===== src/rtl/ffe_adapt_sequencer_if.sv =====
// Purpose : bundles the sequencer's command, config, estimator and status signals.
// Latency : n/a (wiring only).
// Backpressure: none; the command port is a fixed-length exec_inst pulse.
//
// Optional macro FFE_SEQ_STATUS_EN adds seq_state/peak_pos/peak_mag readback.
// Modports: master = config bank / estimator side (drives start, abort, config
// and ffe_est); slave = sequencer (drives exec_inst, inst, gain, status).
interface ffe_adapt_sequencer_if #(
    parameter int est_depth          = 10,
    parameter int ffe_bitwidth       = 10,
    parameter int adapt_bitwidth     = 14,
    parameter int cnt_bitwidth       = 16,
    parameter int max_shift_bitwidth = 3
);
    localparam int GAIN_W = $clog2(adapt_bitwidth);
    localparam int POS_W  = $clog2(est_depth);

    // control and config
    logic                           start;
    logic                           abort;
    logic [GAIN_W-1:0]              init_gain;
    logic [GAIN_W-1:0]              final_gain;
    logic [cnt_bitwidth-1:0]        gear_cycles;
    logic [POS_W-1:0]               cursor_pos;
    logic [max_shift_bitwidth-1:0]  max_shifts;

    // estimator taps
    logic signed [ffe_bitwidth-1:0] ffe_est [est_depth];

    // estimator command port
    logic                           exec_inst;
    logic [2:0]                     inst;
    logic [GAIN_W-1:0]              gain;

    // status
    logic                           busy;
    logic                           done;
    logic                           centered;
    logic [max_shift_bitwidth-1:0]  shifts_used;

`ifdef FFE_SEQ_STATUS_EN
    logic [2:0]                     seq_state;
    logic [POS_W-1:0]               peak_pos;
    logic [ffe_bitwidth:0]          peak_mag;

    modport master (
        output start, abort, init_gain, final_gain, gear_cycles, cursor_pos,
               max_shifts, ffe_est,
        input  exec_inst, inst, gain, busy, done, centered, shifts_used,
               seq_state, peak_pos, peak_mag
    );
    modport slave (
        input  start, abort, init_gain, final_gain, gear_cycles, cursor_pos,
               max_shifts, ffe_est,
        output exec_inst, inst, gain, busy, done, centered, shifts_used,
               seq_state, peak_pos, peak_mag
    );
`else
    modport master (
        output start, abort, init_gain, final_gain, gear_cycles, cursor_pos,
               max_shifts, ffe_est,
        input  exec_inst, inst, gain, busy, done, centered, shifts_used
    );
    modport slave (
        input  start, abort, init_gain, final_gain, gear_cycles, cursor_pos,
               max_shifts, ffe_est,
        output exec_inst, inst, gain, busy, done, centered, shifts_used
    );
`endif
endinterface


===== src/rtl/ffe_adapt_sequencer.sv =====
// Purpose : FFE estimator controller: load taps, LMS gear-shift adaptation, peak scan, cursor centering.
// Latency : LOAD/SHIFT cmd_hold+2 cycles, ADAPT gear_cycles per gear, GEAR 1, SCAN est_depth cycles.
// Backpressure: none; start is ignored while busy, abort forces IDLE on the next cycle.
//
// Ports: clk, rst_n (async active-low) plus interface 'bus' (slave modport):
//   in  start, abort, init_gain, final_gain, gear_cycles, cursor_pos, max_shifts, ffe_est
//   out exec_inst, inst, gain, busy, done, centered, shifts_used
// Optional macro FFE_SEQ_STATUS_EN: adds seq_state, peak_pos, peak_mag readback.
module ffe_adapt_sequencer #(
    parameter int est_depth          = 10,
    parameter int ffe_bitwidth       = 10,
    parameter int adapt_bitwidth     = 14,
    parameter int cnt_bitwidth       = 16,
    parameter int max_shift_bitwidth = 3,
    parameter int cmd_hold           = 3
) (
    input  logic                 clk,
    input  logic                 rst_n,
    ffe_adapt_sequencer_if.slave bus
);
    localparam int GAIN_W = $clog2(adapt_bitwidth);
    localparam int POS_W  = $clog2(est_depth);
    localparam int MAG_W  = ffe_bitwidth + 1;
    localparam int CMD_W  = $clog2(cmd_hold + 2) + 1;

    localparam logic [2:0] INST_IDLE = 3'b000;
    localparam logic [2:0] INST_LOAD = 3'b100;
    localparam logic [2:0] INST_SHL  = 3'b011;
    localparam logic [2:0] INST_SHR  = 3'b010;

    // Command phase milestones: exec high for cycles 0..cmd_hold-1, inst held
    // one more cycle, one idle-inst cycle, then leave the state.
    localparam logic [CMD_W-1:0] CMD_LAST_EXEC = CMD_W'(cmd_hold - 1);
    localparam logic [CMD_W-1:0] CMD_INST_OFF  = CMD_W'(cmd_hold);
    localparam logic [CMD_W-1:0] CMD_EXIT      = CMD_W'(cmd_hold + 1);
    localparam logic [POS_W-1:0] LAST_IDX      = POS_W'(est_depth - 1);

    typedef enum logic [2:0] {
        S_IDLE  = 3'd0,
        S_LOAD  = 3'd1,
        S_ADAPT = 3'd2,
        S_GEAR  = 3'd3,
        S_SCAN  = 3'd4,
        S_SHIFT = 3'd5,
        S_DONE  = 3'd6
    } state_t;

    state_t                          r_state;

    // registered outputs
    logic                            r_exec_inst;
    logic [2:0]                      r_inst;
    logic [GAIN_W-1:0]               r_gain;
    logic                            r_busy;
    logic                            r_done;
    logic                            r_centered;
    logic [max_shift_bitwidth-1:0]   r_shifts_used;

    // config captured at the accepted start
    logic [GAIN_W-1:0]               r_init_gain;
    logic [GAIN_W-1:0]               r_final_gain;
    logic [cnt_bitwidth-1:0]         r_gear_cycles;
    logic [POS_W-1:0]                r_cursor_pos;
    logic [max_shift_bitwidth-1:0]   r_max_shifts;

    // sequencing counters and scan state
    logic [cnt_bitwidth-1:0]         r_cnt;
    logic [CMD_W-1:0]                r_cmd_cnt;
    logic [POS_W-1:0]                r_idx;
    logic [POS_W-1:0]                r_peak_idx;
    logic [MAG_W-1:0]                r_peak_mag;

`ifdef FFE_SEQ_STATUS_EN
    logic [POS_W-1:0]                r_stat_peak_pos;
    logic [MAG_W-1:0]                r_stat_peak_mag;
`endif

    // scan datapath
    logic signed [ffe_bitwidth-1:0]  w_tap;
    logic [MAG_W-1:0]                w_tap_ext;
    logic [MAG_W-1:0]                w_tap_abs;
    logic                            w_new_max;
    logic [POS_W-1:0]                w_peak_idx;
    logic [MAG_W-1:0]                w_peak_mag;

    // config normalisation
    logic [GAIN_W-1:0]               w_init_gain;
    logic [cnt_bitwidth-1:0]         w_gear_cycles;

    assign w_tap     = bus.ffe_est[r_idx];
    // One extra bit so that |most-negative| is representable.
    assign w_tap_ext = {w_tap[ffe_bitwidth-1], w_tap};
    assign w_tap_abs = w_tap[ffe_bitwidth-1] ? (~w_tap_ext + MAG_W'(1)) : w_tap_ext;
    // Strict compare keeps the lowest index on ties.
    assign w_new_max  = (w_tap_abs > r_peak_mag);
    assign w_peak_idx = w_new_max ? r_idx : r_peak_idx;
    assign w_peak_mag = w_new_max ? w_tap_abs : r_peak_mag;

    // The schedule only ever decays, so a start gain below the floor is raised to it.
    assign w_init_gain   = (bus.init_gain < bus.final_gain) ? bus.final_gain : bus.init_gain;
    assign w_gear_cycles = (bus.gear_cycles == '0) ? cnt_bitwidth'(1) : bus.gear_cycles;

    always_ff @(posedge clk or negedge rst_n) begin
        if (!rst_n) begin
            r_state         <= S_IDLE;
            r_exec_inst     <= 1'b0;
            r_inst          <= INST_IDLE;
            r_gain          <= '0;
            r_busy          <= 1'b0;
            r_done          <= 1'b0;
            r_centered      <= 1'b0;
            r_shifts_used   <= '0;
            r_init_gain     <= '0;
            r_final_gain    <= '0;
            r_gear_cycles   <= '0;
            r_cursor_pos    <= '0;
            r_max_shifts    <= '0;
            r_cnt           <= '0;
            r_cmd_cnt       <= '0;
            r_idx           <= '0;
            r_peak_idx      <= '0;
            r_peak_mag      <= '0;
`ifdef FFE_SEQ_STATUS_EN
            r_stat_peak_pos <= '0;
            r_stat_peak_mag <= '0;
`endif
        end else if (bus.abort) begin
            // Abort wins over start; gain deliberately keeps its last value.
            r_state       <= S_IDLE;
            r_exec_inst   <= 1'b0;
            r_inst        <= INST_IDLE;
            r_busy        <= 1'b0;
            r_done        <= 1'b0;
            r_centered    <= 1'b0;
            r_shifts_used <= '0;
        end else begin
            case (r_state)
                S_IDLE, S_DONE: begin
                    if (bus.start) begin
                        r_init_gain   <= w_init_gain;
                        r_final_gain  <= bus.final_gain;
                        r_gear_cycles <= w_gear_cycles;
                        r_cursor_pos  <= bus.cursor_pos;
                        r_max_shifts  <= bus.max_shifts;
                        r_state       <= S_LOAD;
                        r_exec_inst   <= 1'b1;
                        r_inst        <= INST_LOAD;
                        r_cmd_cnt     <= '0;
                        r_busy        <= 1'b1;
                        r_done        <= 1'b0;
                        r_centered    <= 1'b0;
                        r_shifts_used <= '0;
                    end
                end

                S_LOAD, S_SHIFT: begin
                    r_cmd_cnt <= r_cmd_cnt + CMD_W'(1);
                    if (r_cmd_cnt == CMD_LAST_EXEC) begin
                        r_exec_inst <= 1'b0;
                    end
                    if (r_cmd_cnt == CMD_INST_OFF) begin
                        r_inst <= INST_IDLE;
                    end
                    if (r_cmd_cnt == CMD_EXIT) begin
                        r_state <= S_ADAPT;
                        r_cnt   <= '0;
                        // After a shift the taps only need a fine re-converge.
                        r_gain  <= (r_state == S_LOAD) ? r_init_gain : r_final_gain;
                    end
                end

                S_ADAPT: begin
                    if (r_cnt == r_gear_cycles - cnt_bitwidth'(1)) begin
                        r_state <= S_GEAR;
                    end else begin
                        r_cnt <= r_cnt + cnt_bitwidth'(1);
                    end
                end

                S_GEAR: begin
                    if (r_gain > r_final_gain) begin
                        r_gain  <= r_gain - GAIN_W'(1);
                        r_cnt   <= '0;
                        r_state <= S_ADAPT;
                    end else begin
                        r_idx      <= '0;
                        r_peak_idx <= '0;
                        r_peak_mag <= '0;
                        r_state    <= S_SCAN;
                    end
                end

                S_SCAN: begin
                    r_peak_idx <= w_peak_idx;
                    r_peak_mag <= w_peak_mag;
                    if (r_idx != LAST_IDX) begin
                        r_idx <= r_idx + POS_W'(1);
                    end else begin
`ifdef FFE_SEQ_STATUS_EN
                        r_stat_peak_pos <= w_peak_idx;
                        r_stat_peak_mag <= w_peak_mag;
`endif
                        if (w_peak_idx == r_cursor_pos) begin
                            r_state    <= S_DONE;
                            r_busy     <= 1'b0;
                            r_done     <= 1'b1;
                            r_centered <= 1'b1;
                        end else if (r_shifts_used == r_max_shifts) begin
                            r_state    <= S_DONE;
                            r_busy     <= 1'b0;
                            r_done     <= 1'b1;
                            r_centered <= 1'b0;
                        end else begin
                            // Peak left of target -> move taps toward higher index.
                            r_state       <= S_SHIFT;
                            r_exec_inst   <= 1'b1;
                            r_inst        <= (w_peak_idx < r_cursor_pos) ? INST_SHR : INST_SHL;
                            r_cmd_cnt     <= '0;
                            r_shifts_used <= r_shifts_used + max_shift_bitwidth'(1);
                        end
                    end
                end

                default: begin
                    r_state     <= S_IDLE;
                    r_exec_inst <= 1'b0;
                    r_inst      <= INST_IDLE;
                    r_busy      <= 1'b0;
                    r_done      <= 1'b0;
                end
            endcase
        end
    end

    assign bus.exec_inst   = r_exec_inst;
    assign bus.inst        = r_inst;
    assign bus.gain        = r_gain;
    assign bus.busy        = r_busy;
    assign bus.done        = r_done;
    assign bus.centered    = r_centered;
    assign bus.shifts_used = r_shifts_used;

`ifdef FFE_SEQ_STATUS_EN
    assign bus.seq_state   = r_state;
    assign bus.peak_pos    = r_stat_peak_pos;
    assign bus.peak_mag    = r_stat_peak_mag;
`endif
endmodule


===== src/flat_wrapper.sv =====
// flat-port wrapper written by rule: the top's interface ports become plain ports
module ffe_adapt_sequencer_flat 
#(
    parameter int est_depth          = 10,
    parameter int ffe_bitwidth       = 10,
    parameter int adapt_bitwidth     = 14,
    parameter int cnt_bitwidth       = 16,
    parameter int max_shift_bitwidth = 3,
    parameter int cmd_hold           = 3
)
  (clk, rst_n, bus_start, bus_abort, bus_init_gain, bus_final_gain, bus_gear_cycles, bus_cursor_pos, bus_max_shifts, bus_ffe_est, bus_exec_inst, bus_inst, bus_gain, bus_busy, bus_done, bus_centered, bus_shifts_used);
  ffe_adapt_sequencer_if #(.est_depth(est_depth), .ffe_bitwidth(ffe_bitwidth), .adapt_bitwidth(adapt_bitwidth), .cnt_bitwidth(cnt_bitwidth), .max_shift_bitwidth(max_shift_bitwidth)) bus_i ();
  input  logic clk;
  input  logic rst_n;
  input wire logic [$bits(bus_i.start)-1:0] bus_start;
  input wire logic [$bits(bus_i.abort)-1:0] bus_abort;
  input wire logic [$bits(bus_i.init_gain)-1:0] bus_init_gain;
  input wire logic [$bits(bus_i.final_gain)-1:0] bus_final_gain;
  input wire logic [$bits(bus_i.gear_cycles)-1:0] bus_gear_cycles;
  input wire logic [$bits(bus_i.cursor_pos)-1:0] bus_cursor_pos;
  input wire logic [$bits(bus_i.max_shifts)-1:0] bus_max_shifts;
  input wire logic [$bits(bus_i.ffe_est)-1:0] bus_ffe_est;
  output wire logic [$bits(bus_i.exec_inst)-1:0] bus_exec_inst;
  output wire logic [$bits(bus_i.inst)-1:0] bus_inst;
  output wire logic [$bits(bus_i.gain)-1:0] bus_gain;
  output wire logic [$bits(bus_i.busy)-1:0] bus_busy;
  output wire logic [$bits(bus_i.done)-1:0] bus_done;
  output wire logic [$bits(bus_i.centered)-1:0] bus_centered;
  output wire logic [$bits(bus_i.shifts_used)-1:0] bus_shifts_used;
  assign bus_i.start = bus_start;
  assign bus_i.abort = bus_abort;
  assign bus_i.init_gain = bus_init_gain;
  assign bus_i.final_gain = bus_final_gain;
  assign bus_i.gear_cycles = bus_gear_cycles;
  assign bus_i.cursor_pos = bus_cursor_pos;
  assign bus_i.max_shifts = bus_max_shifts;
  assign bus_i.ffe_est = {>>{bus_ffe_est}};
  assign bus_exec_inst = bus_i.exec_inst;
  assign bus_inst = bus_i.inst;
  assign bus_gain = bus_i.gain;
  assign bus_busy = bus_i.busy;
  assign bus_done = bus_i.done;
  assign bus_centered = bus_i.centered;
  assign bus_shifts_used = bus_i.shifts_used;
  ffe_adapt_sequencer #(.est_depth(est_depth), .ffe_bitwidth(ffe_bitwidth), .adapt_bitwidth(adapt_bitwidth), .cnt_bitwidth(cnt_bitwidth), .max_shift_bitwidth(max_shift_bitwidth), .cmd_hold(cmd_hold)) u_core (.clk(clk), .rst_n(rst_n), .bus(bus_i));
endmodule

===== config.mk =====
export PLATFORM = sky130hd
export DESIGN_NAME = ffe_adapt_sequencer_flat
export DESIGN_NICKNAME = d
export VERILOG_FILES = /design/src/rtl/ffe_adapt_sequencer_if.sv /design/src/rtl/ffe_adapt_sequencer.sv /design/src/flat_wrapper.sv
export SDC_FILE = /design/constraint.sdc
export NUM_CORES = 1
export LEC_CHECK = 0
export ABC_AREA = 1
export CAP_MARGIN = 20
export CORE_ASPECT_RATIO = 0.6
export CORE_MARGIN = 1
export CORE_UTILIZATION = 56
export CTS_CLUSTER_SIZE = 20
export DETAILED_ROUTE_END_ITERATION = 12
export PLACE_DENSITY = 0.89
export SYNTH_ARGS = -nofsm -noshare
export SYNTH_HDL_FRONTEND = slang
export SYNTH_SLANG_ARGS = --single-unit

===== constraint.sdc =====
create_clock -name clk -period 12.6 [get_ports clk]
set_input_delay 1.26 -clock clk [delete_from_list [all_inputs] [get_ports clk]]
set_output_delay 1.26 -clock clk [all_outputs]
set_load 0.005 [all_outputs]

==> out/results.env, run 1 <==
TIGHTESTPINTRANSITION_PS=607
GRT_FIRST_PASS_WIRELENGTH_UM=34000
CLOCK_SKEW_PS=8.54
MET2_USAGE_PCT=47.8
YS_SEQ_AREA_SHARE_PCT=31.2
DPL_CELL_AREA_UM2=8520
TRACK_USAGE_PCT=33.5
POSTSYNTHCELLCOUNT=1059
SYNTH_FP_NETS=1226
CRIT_FANOUT=8
SYNTH_TOP_CELL_BY_AREA='dfrtp_1'
CRITICAL_PATH.REG2REG.STARTPOINT='u_core.r_idx[1]'
GRT_MAX_DEGREE=55
DIE_AREA_UM2=12900
WORST_SETUP_TIMING_SLACK_AT_THE_PLACEMENT_STAGE_PS=6810
CTS_MAX_LEVEL=3
ENDPOINT_OF_THE_WORST_HOLD_PATH='u_core.bus.busy'
GRT_ANTENNA_BEFORE_REPAIR=0
SYNTH_CELL_TYPES=48
CRITICAL_PATH_REQUIRED_PS=12870
BUFFERS_FROM_CLOCK_ROOT_TO_SINK_AT_MOST=2
SETUP.WORST_PATH.END_CLASS='flop'
NUMCLOCKSINKS=87
CTS_TREE='yes'
FINALWORSTPATHREQUIREDPERIOD_PS=5530
AVGVIACOUNTPERCELL=5.49
RSZ0062_AT_GRT='no'
PLACEMENT_ROWS=31
CRIT_PATH_FREQUENT_CELL='nand2_1'
VIAS=7471
TIMING.CRITICAL_PATH.SLOWEST_STAGE_CELL='clkdlybuf4s50_1'
SYNTH_WARNINGS=0
DESIGN.PORTCOUNT=149
CP-START-KIND='input port'
R2R.WORST_PATH.CELLS=33
AVGSYNTHCELLAREA_UM2=6.59
HOLD-WORST-SLACK_PS=492
START_UTIL_PCT=57.7
HOLD-PATH-CELL-COUNT=2
R2R_SLACK_PS=7350
REG_TOP3='u_core.r_cnt (16), u_core.r_gear_cycles (16), u_core.r_peak_mag (11)'
SYNTH.MOST_COMMON_CELL='nand2_1'
SYNTH_TOP_CELL_AREA_SHARE_PCT=31.2
DIODES=0
CTS_SETUP_BUFFERS=0
WORST_R2R_ENDPOINT='u_core.bus.inst[0]'
SYNTH_ENABLE_FLOP_CELLS=0
GRT.OVERFLOW.TOTAL=0
NUMBER_OF_ENDPOINTS_WITH_NEGATIVE_HOLD_SLACK_IN_THE_FINAL_REPORT=0
WORST_PATH_LARGEST_CELL_DELAY_PS=400
FILLERS=1001
TIMING_MAX_TRANSITION_VIOLATIONS_FINAL=0
CTS.REPAIR.RESIZED=0
POST-ROUTE-DRC-COUNT=0
FINAL_WORST_PATH_PERIOD_SHARE_PCT=43.9
POSTSYNTH.ASYNCRESETSHARE_PCT=100
CRITICAL_PATH_ARRIVAL_PS=5800
YOSYS-TOP-CELLS-AREA='dfrtp_1 (31%), nand2_1 (18%), inv_1 (7.5%), nand3_1 (6.7%), ha_1 (5.7%)'
GLOBAL_ROUTE.USAGE.MET3_PCT=7.84
IRDROPWORSTVDD_uV=118
ANT_NETS=0
PLACE.GP.CONGESTION=0.955
REG_AREA_UM2=2180
FP.COREAREA_UM2=12100
DIE-WIDTH_UM=146
AREAGROWTHSYNTHTOFINISH_PCT=26.4
PORT_BUFFERS=148
TIMING_WORST_SETUP_PATH_TYPE='in -> reg'
POWER.LEAKAGE_uW=0.00435
HOLD_PATH_CLASS='reg -> reg'
YS_DOMINANT_REG_CELL='dfrtp_1'
POSTSYNTHREGISTERBITS=87
DP_HPWL_UM=15700
GRT_PASS1_VIAS=6806
WL_PER_CELL_UM=15.2
TIMING.SLEW.HEADROOM_PCT=59.5
POWER_DENSITY_nW_PER_UM2=216
GLOBALROUTEMET1UTIL_PCT=50.7
POST_SYNTH_INSTANCE_AREA_UM2=6980
OUTCOME='completed'
WORST_CASE_SETUP_MARGIN_IN_THE_FINAL_LAYOUT_PS=7070
DIE_HEIGHT_UM=88.5
GRT_MOST_USED_LAYER='met1'
NET_COUNT_REPORTED_AT_FINISH=1359
CLOCK.FMAX_MHz=181
INSERTED_CLOCK_BUFFERS=9
WORST_SKEW_PAIR.LATE_LATENCY_PS=350
CLK_ROOT_BUFFER_CELL='clkbuf_16'
DRT-PASS1-ITER-COUNT=6
POST-LAYOUT-TOTAL-POWER_uW=1910
CTS-HOLD-FIX-BUFFERS=0
SETUP_VIOL=0
WORSTHOLDSTART='u_core.bus.busy'
DRV_CAP=0
POST_ROUTE_CELLS_DRIVE_ABOVE_1_SHARE_PCT=5.01
PATH_CLK_SLEW_PS=60
LAYOUT.CELL_AREA.NON_FILLER_UM2=8820
NETLIST_TOP_CELLS_COUNT='nand2_1 (327), inv_1 (140), nand3_1 (94)'
MULTI_INPUT_AREA_UM2=4050
ROUTED_WIRE_LENGTH_UM=20700
DETAILEDROUTE.FIRSTITERATIONVIOLATIONS=805
TOTALNEGATIVESETUPSLACK_PS=0
logic make-up (layout without fill, tap and decap cells):
| logic type | after synthesis | count (layout) | synth area share, % |
|---|---|---|---|
| AND/OR/NAND/NOR | 577 | 577 | 36.1 |
| buffers and inverters | 182 | 320 | 10.8 |
| AO/OA/AOI/OAI | 139 | 139 | 11.0 |
| flip-flops | 87 | 87 | 31.2 |
| XOR/XNOR | 41 | 41 | 5.15 |
| adder cells (fa/ha/maj) | 32 | 32 | 5.74 |
| other | 1 | 1 | 0.0537 |
through the flow:
| step | util (%) | instances |
|---|---|---|
| after CTS | 72.9 | 1362 |
| after detailed placement | 70.4 | 1346 |
| final | 72.9 | 1362 |
| after global routing | 72.9 | 1362 |
| after global placement | 70.4 | 1346 |
| after floorplan | - | 1059 |
worst max path at each step:
| stage | start | endpoint | slack [ps] |
|---|---|---|---|
| after floorplan | bus_ffe_est[50] | u_core.bus.shifts_used[2] | 7980 |
| after global placement | bus_ffe_est[61] | u_core.bus.inst[0] | 7080 |
| after CTS | bus_ffe_est[70] | u_core.bus.inst[0] | 7140 |
| final | bus_ffe_est[70] | u_core.bus.inst[0] | 7070 |
| after global routing | bus_ffe_est[50] | u_core.bus.inst[0] | 6430 |
| after detailed placement | bus_ffe_est[70] | u_core.bus.inst[0] | 6810 |
critical path: cells and delay by family:
kind	cells	cell delay, ps
adders and majority gates	3	770
AOI/OAI and AO/OA	7	1160
and+or+nand+nor	18	1960
buffers and inverters	5	660
layout by cell type, fill, tap and decap left out, types with 9 or more instances in the layout:
master           synthesis  routed
ha_1                    32      32
dfrtp_1                 87      87
a21oi_1                 28      28
o21ai_0                 74      74
nand2_1                327     327
xnor2_1                 11      11
nor2_1                  92      92
xor2_1                  30      30
o211ai_1                11      11
clkbuf_16                0       9
clkdlybuf4s50_1          0     147
nor3_1                  11      11
nand4_1                 15      15
inv_1                  140     140
nand3_1                 94      94
o22ai_1                  9       9
final cells by class:
class / instances / area share, %
timing repair buffer: 153 / 17.2
clock inverter: 3 / 0.284
clock buffer: 13 / 3.18
sequential: 87 / 24.7
multi-input combinational: 790 / 45.9
inverter: 151 / 6.45
tap: 165 / 2.34
routing by layer:
| metal | routed length (um) | up-vias |
|---|---|---|
| li1 | - | 3648 |
| met1 | 9850 | 3388 |
| met2 | 8240 | 407 |
| met3 | 2360 | 28 |
| met4 | 291 | 0 |
| met5 | 0 | - |
where the power goes:
group / switching [uW] / total (uW) / internal (uW)
clock: 116 / 272 / 156
sequential: 88.0 / 460 / 372
combinational: 755 / 1180 / 422
total: 959 / 1910 / 950
(Power assumes the default switching activity.)
==> inputs of run 2 (changes only) <==
--- a/config.mk
+++ b/config.mk
@@ -9,10 +9,10 @@
 export CAP_MARGIN = 20
 export CORE_ASPECT_RATIO = 0.6
 export CORE_MARGIN = 1
-export CORE_UTILIZATION = 56
+export CORE_UTILIZATION = 52
 export CTS_CLUSTER_SIZE = 20
 export DETAILED_ROUTE_END_ITERATION = 12
-export PLACE_DENSITY = 0.89
+export PLACE_DENSITY = 0.83
 export SYNTH_ARGS = -nofsm -noshare
 export SYNTH_HDL_FRONTEND = slang
 export SYNTH_SLANG_ARGS = --single-unit
==> constraint.sdc (replaced) <==
create_clock -name clk -period 5.7 [get_ports clk]
set_input_delay 0.57 -clock clk [delete_from_list [all_inputs] [get_ports clk]]
set_output_delay 0.57 -clock clk [all_outputs]
set_load 0.005 [all_outputs]
==> out/results.env, run 2 (synthesis results as in run 1) <==
TIMING_MAX_TRANSITION_VIOLATIONS_FINAL=0  # unchanged
POST_ROUTE_CELLS_DRIVE_ABOVE_1_SHARE_PCT=4.92  # was 5.01%
MET2_USAGE_PCT=40.6  # was 47.8%
DIE_HEIGHT_UM=91.7  # was 88.5 um
LEADING_CELL_TYPE_IN_THE_LAYOUT_FILL_AND_TAPS_EXCLUDED='nand2_1'  # unchanged
GRT_MAX_DEGREE=64  # was 55
WL_PER_CELL_UM=15.0  # was 15.2 um
FP.COREAREA_UM2=13000  # was 12100 um^2
CTS.REPAIR.RESIZED=0  # unchanged
GRT_FIRST_PASS_WIRELENGTH_UM=33600  # was 34000 um
RSZ0062_AT_GRT='no'  # unchanged
CTS_MAX_LEVEL=3  # unchanged
ROUTED_WIRE_LENGTH_UM=20600  # was 20700 um
GRT_PASS1_VIAS=6574  # was 6806
FINAL_WORST_PATH_PERIOD_SHARE_PCT=89.4
IRDROPWORSTVDD_uV=239  # was 118 uV
CLOCK.FMAX_MHz=196
TIMING_WORST_SETUP_PATH_TYPE='reg -> reg'  # was in -> reg
DETAILEDROUTE.FIRSTITERATIONVIOLATIONS=735  # was 805
CP-START-KIND='flop'  # was input port
ANT_NETS=0  # unchanged
INSERTED_CLOCK_BUFFERS=9  # unchanged
CRIT_FANOUT=54  # was 8
AVGVIACOUNTPERCELL=5.34  # was 5.49
TIMING.SLEW.HEADROOM_PCT=46.6  # was 59.5%
REG_TOP3='u_core.r_cnt (16), u_core.r_gear_cycles (16), u_core.r_peak_mag (11)'  # unchanged
DP_HPWL_UM=15900  # was 15700 um
BUFFERS_FROM_CLOCK_ROOT_TO_SINK_AT_MOST=2  # unchanged
TIMING.CRITICAL_PATH.SLOWEST_STAGE_CELL='buf_4'  # was clkdlybuf4s50_1
CRITICAL_PATH_ARRIVAL_PS=5350  # was 5800 ps
PORT_BUFFERS=148  # unchanged
SETUP.WORST_PATH.END_CLASS='flop'  # unchanged
DESIGN.PORTCOUNT=149  # unchanged
HOLD_PATH_CLASS='in -> async'  # was reg -> reg
DIODES=0  # unchanged
POWER.LEAKAGE_uW=0.00437  # was 0.00435 uW
PATH_CLK_SLEW_PS=60  # about the same
OUTCOME='completed'  # unchanged
DRV_CAP=0  # unchanged
DIE_AREA_UM2=13900  # was 12900 um^2
PLACE.GP.CONGESTION=0.931  # was 0.955
WORST_PATH_LARGEST_CELL_DELAY_PS=480  # was 400 ps
GRT.OVERFLOW.TOTAL=0  # unchanged
GRT_MOST_USED_LAYER='met1'  # unchanged
VIAS=7301  # was 7471
PLACEMENT_ROWS=32  # was 31
NUMCLOCKSINKS=87  # unchanged
POST-LAYOUT-TOTAL-POWER_uW=4310  # was 1910 uW
AREAGROWTHSYNTHTOFINISH_PCT=27.1  # was 26.4%
FINALWORSTPATHREQUIREDPERIOD_PS=5090
POWER_DENSITY_nW_PER_UM2=486  # was 216 nW/um^2
CRITICAL_PATH_REQUIRED_PS=5960  # was 12870 ps
GRT_ANTENNA_BEFORE_REPAIR=0  # unchanged
CTS_TREE='yes'  # unchanged
POST-ROUTE-DRC-COUNT=0  # unchanged
CLOCK_SKEW_PS=9.98  # was 8.54 ps
NET_COUNT_REPORTED_AT_FINISH=1360  # was 1359
GLOBALROUTEMET1UTIL_PCT=49.6  # was 50.7%
CRIT_PATH_FREQUENT_CELL='nand2_1'  # unchanged
DRT-PASS1-ITER-COUNT=5  # was 6
SETUP_VIOL=0  # unchanged
WORST_SKEW_PAIR.LATE_LATENCY_PS=350  # about the same
CTS-HOLD-FIX-BUFFERS=0  # unchanged
CTS_SETUP_BUFFERS=0  # unchanged
R2R_SLACK_PS=610  # was 7350 ps
GLOBAL_ROUTE.USAGE.MET3_PCT=9.35  # was 7.84%
TIGHTESTPINTRANSITION_PS=801  # was 607 ps
TOTALNEGATIVESETUPSLACK_PS=0  # unchanged
DIE-WIDTH_UM=152  # was 146 um
CLK_ROOT_BUFFER_CELL='clkbuf_16'  # unchanged
TRACK_USAGE_PCT=31.2  # was 33.5%
MOST_FREQUENT_CELLS_IN_THE_LAYOUT='nand2_1 (327), clkdlybuf4s50_1 (147), inv_1 (140)'  # unchanged
START_UTIL_PCT=53.8  # was 57.7%
NUMBER_OF_ENDPOINTS_WITH_NEGATIVE_HOLD_SLACK_IN_THE_FINAL_REPORT=0  # unchanged
[run 2: cell count changes in the layout (fill, tap and decap cells not counted), sizes merged]
cell    previous run  this run
bufinv             0         3
clkbuf            13        11
buf                6         7
clkinv             5         4
[run 2: worst max-delay path, delay by kind of cell, from the launching register on]
kind	cells	cell delay, ps
adder cells (fa/ha/maj)	3	730
AND/OR/NAND/NOR	19	2140
flip-flops	1	380
buffers and inverters	5	710
AO/OA/AOI/OAI	6	1030
[run 2: per-stage QoR]
step	util (%)	worst slack [ps]	instance area, um^2	hold slack, ps	cells
after floorplan	-	1660	6980	274	1059
after global placement	65.8	878	8530	459	1352
after detailed placement	65.8	648	8530	463	1352
after CTS	68.4	731	8870	130	1368
after global routing	68.4	59.6	8870	146	1368
final	68.4	607	8870	119	1368
[run 2: report_power, final]
part           switching (uW)  internal, uW  total (uW)
clock network             249           430         678
logic                    1680           941        2620
registers                 187           823        1010
total                    2120          2190        4310
[run 2: final timing paths]
path / end / start / cells after the start
max reg2reg: u_core.bus.inst[0] / u_core.r_idx[0] / 33
min: u_core.r_gear_cycles[2] / rst_n / 1
max: u_core.bus.inst[0] / u_core.r_idx[0] / 33
min reg2reg: u_core.bus.busy / u_core.bus.busy / 2
max in group asynchronous: u_core.bus.gain[2] / rst_n / 2
min in group clk: u_core.bus.busy / u_core.bus.busy / 2
[run 2: final cells by class]
class	instances	area, um^2
inverters	151	569
flip-flops and latches	87	2180
clock buffers	11	233
fillers	1139	4100
repair buffers	154	1520
multi-input cells	790	4050
clock inverters	5	106
well taps	170	213
[run 2: routing by layer]
metal / routed length (um) / up-vias / part of all wire, %
met5: 0 / - / 0
met2: 7830 / 325 / 38
li1: - / 3647 / -
met1: 10300 / 3298 / 50
met3: 2130 / 31 / 10
met4: 284 / 0 / 1.4
